--- src/rtl/led_pkg.sv ---
// Shared page constants and step helpers for the LED byte-display page select.
// The display stage uses the same constants for its default branch.
package led_pkg;

  localparam int        PAGE_W     = 4;
  localparam logic [3:0] PAGE_FIRST = 4'd0;
  localparam logic [3:0] PAGE_LAST  = 4'd8;
  localparam logic [3:0] PAGE_FLAGS = 4'd8;

  localparam int NUM_BTN  = 2;
  localparam int BTN_NEXT = 0;
  localparam int BTN_PREV = 1;

  typedef enum logic [1:0] {
    STEP_NONE = 2'd0,
    STEP_NEXT = 2'd1,
    STEP_PREV = 2'd2
  } step_e;

  function automatic logic [PAGE_W-1:0] page_next(input logic [PAGE_W-1:0] p);
    return (p == PAGE_LAST) ? PAGE_FIRST : p + 4'd1;
  endfunction

  function automatic logic [PAGE_W-1:0] page_prev(input logic [PAGE_W-1:0] p);
    return (p == PAGE_FIRST) ? PAGE_LAST : p - 4'd1;
  endfunction

endpackage

--- src/rtl/btn_debounce.sv ---
// One pushbutton: 2-flop synchroniser, stable-count debounce, and a rise strobe
// taken from the registered debounced level.
module btn_debounce #(
  parameter int DB_CYCLES = 1_000_000
) (
  input  logic clk,
  input  logic rst_n,
  input  logic btn,
  output logic level,
  output logic rise
);

  localparam int CW = $clog2(DB_CYCLES);

  logic [1:0]    sync;
  logic [CW-1:0] cnt;
  logic          level_q;

  // The level flips only after DB_CYCLES consecutive differing samples.
  always_ff @(posedge clk or negedge rst_n) begin
    if (!rst_n) begin
      sync    <= '0;
      cnt     <= '0;
      level   <= 1'b0;
      level_q <= 1'b0;
    end else begin
      sync    <= {sync[0], btn};
      level_q <= level;
      if (sync[1] == level) begin
        cnt <= '0;
      end else if (cnt == CW'(DB_CYCLES - 1)) begin
        cnt   <= '0;
        level <= ~level;
      end else begin
        cnt <= cnt + 1'b1;
      end
    end
  end

  assign rise = level & ~level_q;

endmodule

--- src/rtl/led_page_sel.sv ---
// Page select for the LED byte-display mux: debounced next/prev buttons plus
// an optional auto-scan timer, stepping through pages 0..8 with wrap-around.
module led_page_sel
  import led_pkg::*;
#(
  parameter int DB_CYCLES   = 1_000_000,
  parameter int SCAN_CYCLES = 50_000_000
) (
  input  logic              clk,
  input  logic              rst_n,
  input  logic              btn_next,
  input  logic              btn_prev,
  input  logic              auto_en,
  output logic [PAGE_W-1:0] sela,
  output logic              sel_pulse
);

  localparam int SW = $clog2(SCAN_CYCLES);

  logic [NUM_BTN-1:0] btn_raw, btn_lvl, btn_rise;
  logic [SW-1:0]      scan_cnt;
  logic               auto_q, scan_tc, scan_clr;
  logic [PAGE_W-1:0]  sela_nxt;
  step_e              step;

  assign btn_raw = {btn_prev, btn_next};

  for (genvar i = 0; i < NUM_BTN; i++) begin : g_btn
    btn_debounce #(.DB_CYCLES(DB_CYCLES)) u_db (
      .clk   (clk),
      .rst_n (rst_n),
      .btn   (btn_raw[i]),
      .level (btn_lvl[i]),
      .rise  (btn_rise[i])
    );
  end

  // auto_en is registered so the first auto step lands SCAN_CYCLES after sampling.
  assign scan_tc = auto_q && (scan_cnt == SW'(SCAN_CYCLES - 1));

  always_comb begin
    step     = STEP_NONE;
    scan_clr = |btn_rise;
    if (btn_rise[BTN_NEXT] && !btn_rise[BTN_PREV])      step = STEP_NEXT;
    else if (btn_rise[BTN_PREV] && !btn_rise[BTN_NEXT]) step = STEP_PREV;
    else if (!(|btn_rise) && scan_tc)                   step = STEP_NEXT;
  end

  always_comb begin
    sela_nxt = sela;
    unique case (step)
      STEP_NEXT: sela_nxt = page_next(sela);
      STEP_PREV: sela_nxt = page_prev(sela);
      default:   sela_nxt = sela;
    endcase
  end

  always_ff @(posedge clk or negedge rst_n) begin
    if (!rst_n) begin
      auto_q    <= 1'b0;
      scan_cnt  <= '0;
      sela      <= PAGE_FIRST;
      sel_pulse <= 1'b0;
    end else begin
      auto_q    <= auto_en;
      if (!auto_q || scan_clr || scan_tc) scan_cnt <= '0;
      else                                scan_cnt <= scan_cnt + 1'b1;
      sela      <= sela_nxt;
      sel_pulse <= (sela_nxt != sela);
    end
  end

endmodule
--- config.mk ---
export PLATFORM = sky130hd
export DESIGN_NAME = led_page_sel
export DESIGN_NICKNAME = d
export VERILOG_FILES = /design/src/rtl/led_pkg.sv /design/src/rtl/btn_debounce.sv /design/src/rtl/led_page_sel.sv
export SDC_FILE = /design/constraint.sdc
export NUM_CORES = 1
export LEC_CHECK = 0
export CORE_MARGIN = 5
export CORE_UTILIZATION = 47
export CTS_BUF_LIST = sky130_fd_sc_hd__clkbuf_16
export CTS_CLUSTER_DIAMETER = 100
export DETAILED_ROUTE_END_ITERATION = 12
export GPL_ROUTABILITY_DRIVEN = 0
export PLACE_DENSITY = 0.68
export SKIP_LAST_GASP = 1
export SLEW_MARGIN = 30
export SYNTH_ARGS = -nofsm -noshare
export SYNTH_HDL_FRONTEND = slang
export SYNTH_SLANG_ARGS = --single-unit
export TNS_END_PERCENT = 100
--- constraint.sdc ---
create_clock -name clk -period 2.15 [get_ports clk]
set_input_delay 0.43 -clock clk [delete_from_list [all_inputs] [get_ports clk]]
set_output_delay 0.43 -clock clk [all_outputs]
set_load 0.02 [all_outputs]
======== Word level (Yosys, flattened, before mapping) ========
Cells that the tools add are included.
word-level totals
  output and inout bits ................... 5
  bits in registers ....................... 80
  logic and storage cells ................. 59
operators by class
  muxes and demuxes ....................... 11
  reductions and logical operators ........ 14
  $add $sub $neg .......................... 5
  bitwise logic cells ..................... 8
  equality and inequality tests ........... 9
operators by type and width
  cell                                                  count
  two-way mux 20 bit                                    4
  adder 20 x 1 -> 20 bit (second input constant)        2
  equality test 20 bit (second input constant)          2
  adder 26 x 1 -> 26 bit (second input constant)        1
  equality test 26 bit (second input constant)          1
  two-way mux 26 bit                                    1
  two-way mux 4 bit                                     2
  one-hot mux 4 bit (2 select lines)                    1
  NOT 1 bit                                             6
  adder 4 x 1 -> 4 bit (second input constant)          1
  equality test 4 bit (second input constant)           1
  logical AND 1 bit                                     4
  zero test 1 bit                                       4
  zero test 4 bit                                       1
  two-way mux 2 bit                                     2
  inequality test 4 bit                                 1
  AND reduction 2 bit                                   2
  subtractor 4 x 1 -> 4 bit (second input constant)     1
  bitwise AND 1 bit                                     2
  equality test 1 bit                                   2
  equality test 2 x 1 -> 1 bit (second input constant)  1
  equality test 2 bit (second input constant)           1
  logical OR 1 bit                                      2
  OR reduction 2 bit                                    1
  two-way mux 1 bit                                     1

======== Depth between registers and ports, before layout ========
  word-level depth ........................ 11
  mapped depth ............................ 8

======== Hierarchy ========
Synthesis repeated with hierarchy kept, for this count alone.
unflattened totals
  cells, all modules ...................... 428
  area, all modules ....................... 4190.3 um^2
by module, submodules not included
  module        area an instance (um^2)  cells each  times used
  btn_debounce  1146.1                   110         2
  led_page_sel  1898.1                   208         1

======== Worst setup path after synthesis ========
No wires, ideal clock.
  kind .................................... reg2reg
  start point ............................. reg scan_cnt[0]
  end point ............................... reg sela[0]
  path buffers ............................ 0
  arrival time ............................ 1934 ps
  setup time .............................. 125 ps
  cell stages (with the launch flop) ...... 7
  data required time ...................... 2025 ps
  slack ................................... 91 ps
  clock period less this slack ............ 2059 ps
  path through ............................ dfrtp_1 ha_1 nand3_4 or3_4 o31a_4 a21oi_4 mux2_4
between the ends
  word-level cells in the longest chain between the ends .. 8
ends and longest elaborated chain
  what                                                                 line                RTL
  start: declaration                                                   led_page_sel.sv:21  logic [SW-1:0] scan_cnt;
  start signal: assignment                                             led_page_sel.sv:67  else scan_cnt <= scan_cnt + 1'b1;
  equality test 26 bit (*)                                             led_page_sel.sv:39  assign scan_tc = auto_q && (scan_cnt == SW'(SCAN_CYCLES - 1));
  logical AND 1 bit (*)                                                led_page_sel.sv:39
  logical AND 1 bit (*)                                                led_page_sel.sv:46  else if (!(|btn_rise) && scan_tc) step = STEP_NEXT;
  two-way mux 1 bit (*)                                                led_page_sel.sv:46
  two-way mux 2 bit (*)                                                led_page_sel.sv:45  else if (btn_rise[BTN_PREV] && !btn_rise[BTN_NEXT]) step = STEP_PREV;
  two-way mux 2 bit (*)                                                led_page_sel.sv:44  if (btn_rise[BTN_NEXT] && !btn_rise[BTN_PREV]) step = STEP_NEXT;
  equality test 2 bit or equality test 2 x 1 -> 1 bit (tied branches)  led_page_sel.sv:51  unique case (step)
  one-hot mux 4 bit (2 select lines) (*)                               led_page_sel.sv:51
  named net sela_nxt[0]                                                led_page_sel.sv:23  logic [PAGE_W-1:0] sela_nxt;
  end signal: assignment                                               led_page_sel.sv:68  sela <= sela_nxt;
  end: declaration                                                     led_page_sel.sv:14  output logic [PAGE_W-1:0] sela,
Mark *: on every way through the listed nets, which the timed path passes. The rest lies on a longest branch.
A chain may end at the register's enable or synchronous reset.

======== Worst setup path after layout ========
Ends and elaborated chain as after synthesis.

==> metrics.yaml <==
run_status: "complete, no violations"
grt_start_max_net_pins: 48
final.period_utilization: 0.9773
numCtsBuffers: 9
vdd.ir_drop.worst_mv: 0.3676
dp.cells: 505
placement.io_buffers: 9
dr_total_vias: 2693
tightestPinTransition_ps: 525.8
synth-seq-area-share: 0.5131
power_leakage_nw: 1.975
cts.sinks: 80
start_util: 0.4796
detailed_place.area_um2: 4163
busiest_layer: "met2"
critical_path.reg2reg.startpoint: "scan_cnt[0]"
clk-insertion-delay-late_ps: 330
syn2layout_area_growth_pct: 14.98
synthMuxAreaShare: 0.01251
fmax_mhz: 475.9
post_synth_adder_cell_area: 0.01604
die_area_um2: 10220
global_route_wire_length_before_repair_um: 12010
post_synth_inst_count: 392
setup_viol: 0
clk_pin_slew_worst_paths_ps: 60
power-per-cell-area_nw_per_um2: 726.5
cp-end-kind: "flop"
ant_nets: 0
synth_cell_type_count: 43
antenna_found_initial: 0
synth.net_count: 402
synth.ff_latch_count: 80
layoutNonFillerInstCount: 521
worstPathRequired_ps: 2360
synth-warning-count: 0
gr-usage-met2: 0.2213
synthDominantCellAreaShare: 0.5131
critPathArrivalTime_ps: 2310
worst_setup_path_start_kind: "flop"
critical_path_fanout_max: 5
cts_htree_levels: 3
antennaDiodeCount: 0
cts_buffer_depth: 2
cts-root-buf: "clkbuf_16"
timing.reg2reg.worst_path_depth: 6
routed_via_density: 5.169
timing.max_cap.violations: 0
number_of_fill_cells_in_the_layout: 693
compound_gate_portion_of_the_synthesized_area: 0.02854
syn-mean-instance-area_um2: 9.952
grt_setup_unrepaired: "no"
placement_rows: 33
finalSetupTns_ps: 0
synth-simple-area-share: 0.2614
dp.final_hpwl_um: 4518
post_synth_main_area_contributors: "dfrtp_1 51%, xor2_1 8.5%, nor2_1 8.0%"
top_level_i_o_count: 10
layout_min_cycle_time_ps: 2101
relSlewSlack: 0.6462
layout.cells.most_common: "nor2_1"
crit_path_start: "scan_cnt[0]"
core_area_um2: 8134
tritoncts: "yes"
grt_pass1_vias: 2640
synth_xor_xnor_area_share: 0.1437
grt_remaining_overflow: 0
drive_gt1_frac: 0.1058
nets: 421
wl_per_cell_um: 12.93
timing.setup.critical_path_class: "flop to flop"
drt-initial-drc-count: 118
first_pass_iters: 4
synth_area_leader_cell: "dfrtp_1"
route.detailed.drc: 0
global_route.usage.total: 0.1437
hold_path.class: "input port to asynchronous set/reset pin"
chipHeight_um: 101.1
floorplan.die.width_um: 101.1
wl_um: 6738
final_area_um2: 4486
dominant_combinational_cell_family_by_area_after_synthesis: "simple AND/OR/NAND/NOR gates"
hold_viol: 0
timing.clock.skew_ps: 3.937
gr-usage-met1: 0.2023
syn_area_um2: 3901
layout.cells.most_common_list: "83 x nor2_1, 80 x dfrtp_1, 38 x xor2_1, 31 x nand3_1, 26 x xnor2_1"
maxSlewViolCount: 0
grt_use_met3: 0.03529
-- through the flow --
stage	hold slack (ps)	setup WS, ps	util	total power, mW
2_1_floorplan	134.4	90.56	-	1.611
3_3_place_gp	334.7	67.06	0.5118	1.667
3_5_place_dp	339.4	37.73	0.5118	1.669
4_1_cts	56.78	23.70	0.5511	3.294
5_1_grt	77.57	10.83	0.5515	3.379
6_report	41.80	48.88	0.5515	3.259
-- synth_stat cells (all sizes together) --
cell	n
o31a	1
a41oi	1
and2	3
nor3b	1
nor4bb	3
mux2	4
inv	11
nand4	15
o221ai	1
or3	1
nand2	25
nand3	34
and4	2
or2	4
xor2	38
dfrtp	80
o21bai	1
a221o	1
and3	14
o21ai	4
or2b	2
clkbuf	2
nor3	9
nor4	7
buf	7
a21oi	2
a31oi	1
nor2b	1
o221a	1
ha	5
nand2b	1
xnor2	26
nand4b	1
nor2	83
-- power breakdown --
| group | internal, mW | switching [mW] | leakage (nW) |
|---|---|---|---|
| Clock | 1.02 | 0.602 | 0.157 |
| Combinational | 0.0335 | 0.0627 | 0.719 |
| Sequential | 1.52 | 0.0185 | 1.10 |
| Total | 2.58 | 0.683 | 1.98 |
-- critical path, stage by stage, from the launching register on --
cell     delay, ps
dfrtp_1        390
ha_2           240
nand3_4         80
or3_4          410
o31a_4         380
a21oi_4        170
mux2_4         300
-- final cells by class --
cell class                      count  area (um2)  share of cell area
Clock buffer                        9       225.2             0.05021
Tap cell                          105       131.4             0.02929
Inverter                           11       41.29            0.009205
Timing Repair Buffer               17       185.2             0.04128
Sequential cell                    80        2002              0.4463
Multi-Input combinational cell    292        1805              0.4025
Clock inverter                      7       95.09             0.02120
-- final timing paths --
check | end | slack (ps)
max | sela[0] | 50
min | scan_cnt[6] | 40
max reg2reg | sela[0] | 50
min reg2reg | g_btn[0].u_db.sync[1] | 350
max in group asynchronous | scan_cnt[21] | 1510
min in group clk | g_btn[0].u_db.sync[1] | 350
-- routing by layer --
| metal | part of all wire | vias up |
|---|---|---|
| li1 | - | 1355 |
| met1 | 0.50 | 1297 |
| met2 | 0.46 | 36 |
| met3 | 0.031 | 5 |
| met4 | 0.0091 | 0 |
| met5 | 0 | - |
-- cell families (layout without fill, tap and decap cells) --
family | count (synthesis) | after routing
muxes | 4 | 4
xor gates and xnor gates | 64 | 64
and+or+nand+nor | 206 | 206
adders and majority gates | 5 | 5
AOI/OAI and AO/OA | 13 | 13
DFF | 80 | 80
buffers and inverters | 20 | 44
-- sequential cells by signal (all words and copies together) (netlist names) --
| name | flops |
|---|---|
| auto_q | 1 |
| sela | 4 |
| sel_pulse | 1 |
| g_btn.u_db.cnt | 40 |
| g_btn.u_db.sync | 4 |
| g_btn.u_db.level | 2 |
| scan_cnt | 26 |
| g_btn.u_db.level_q | 2 |
-- timing repair --
action                     in CTS  in global routing
hold endpoints to repair        0                  0
hold buffers                    0                  0
gates resized for setup         0                  1
setup buffers                   0                  0
setup endpoints to repair       0                  1
(Power assumes the default switching activity.)
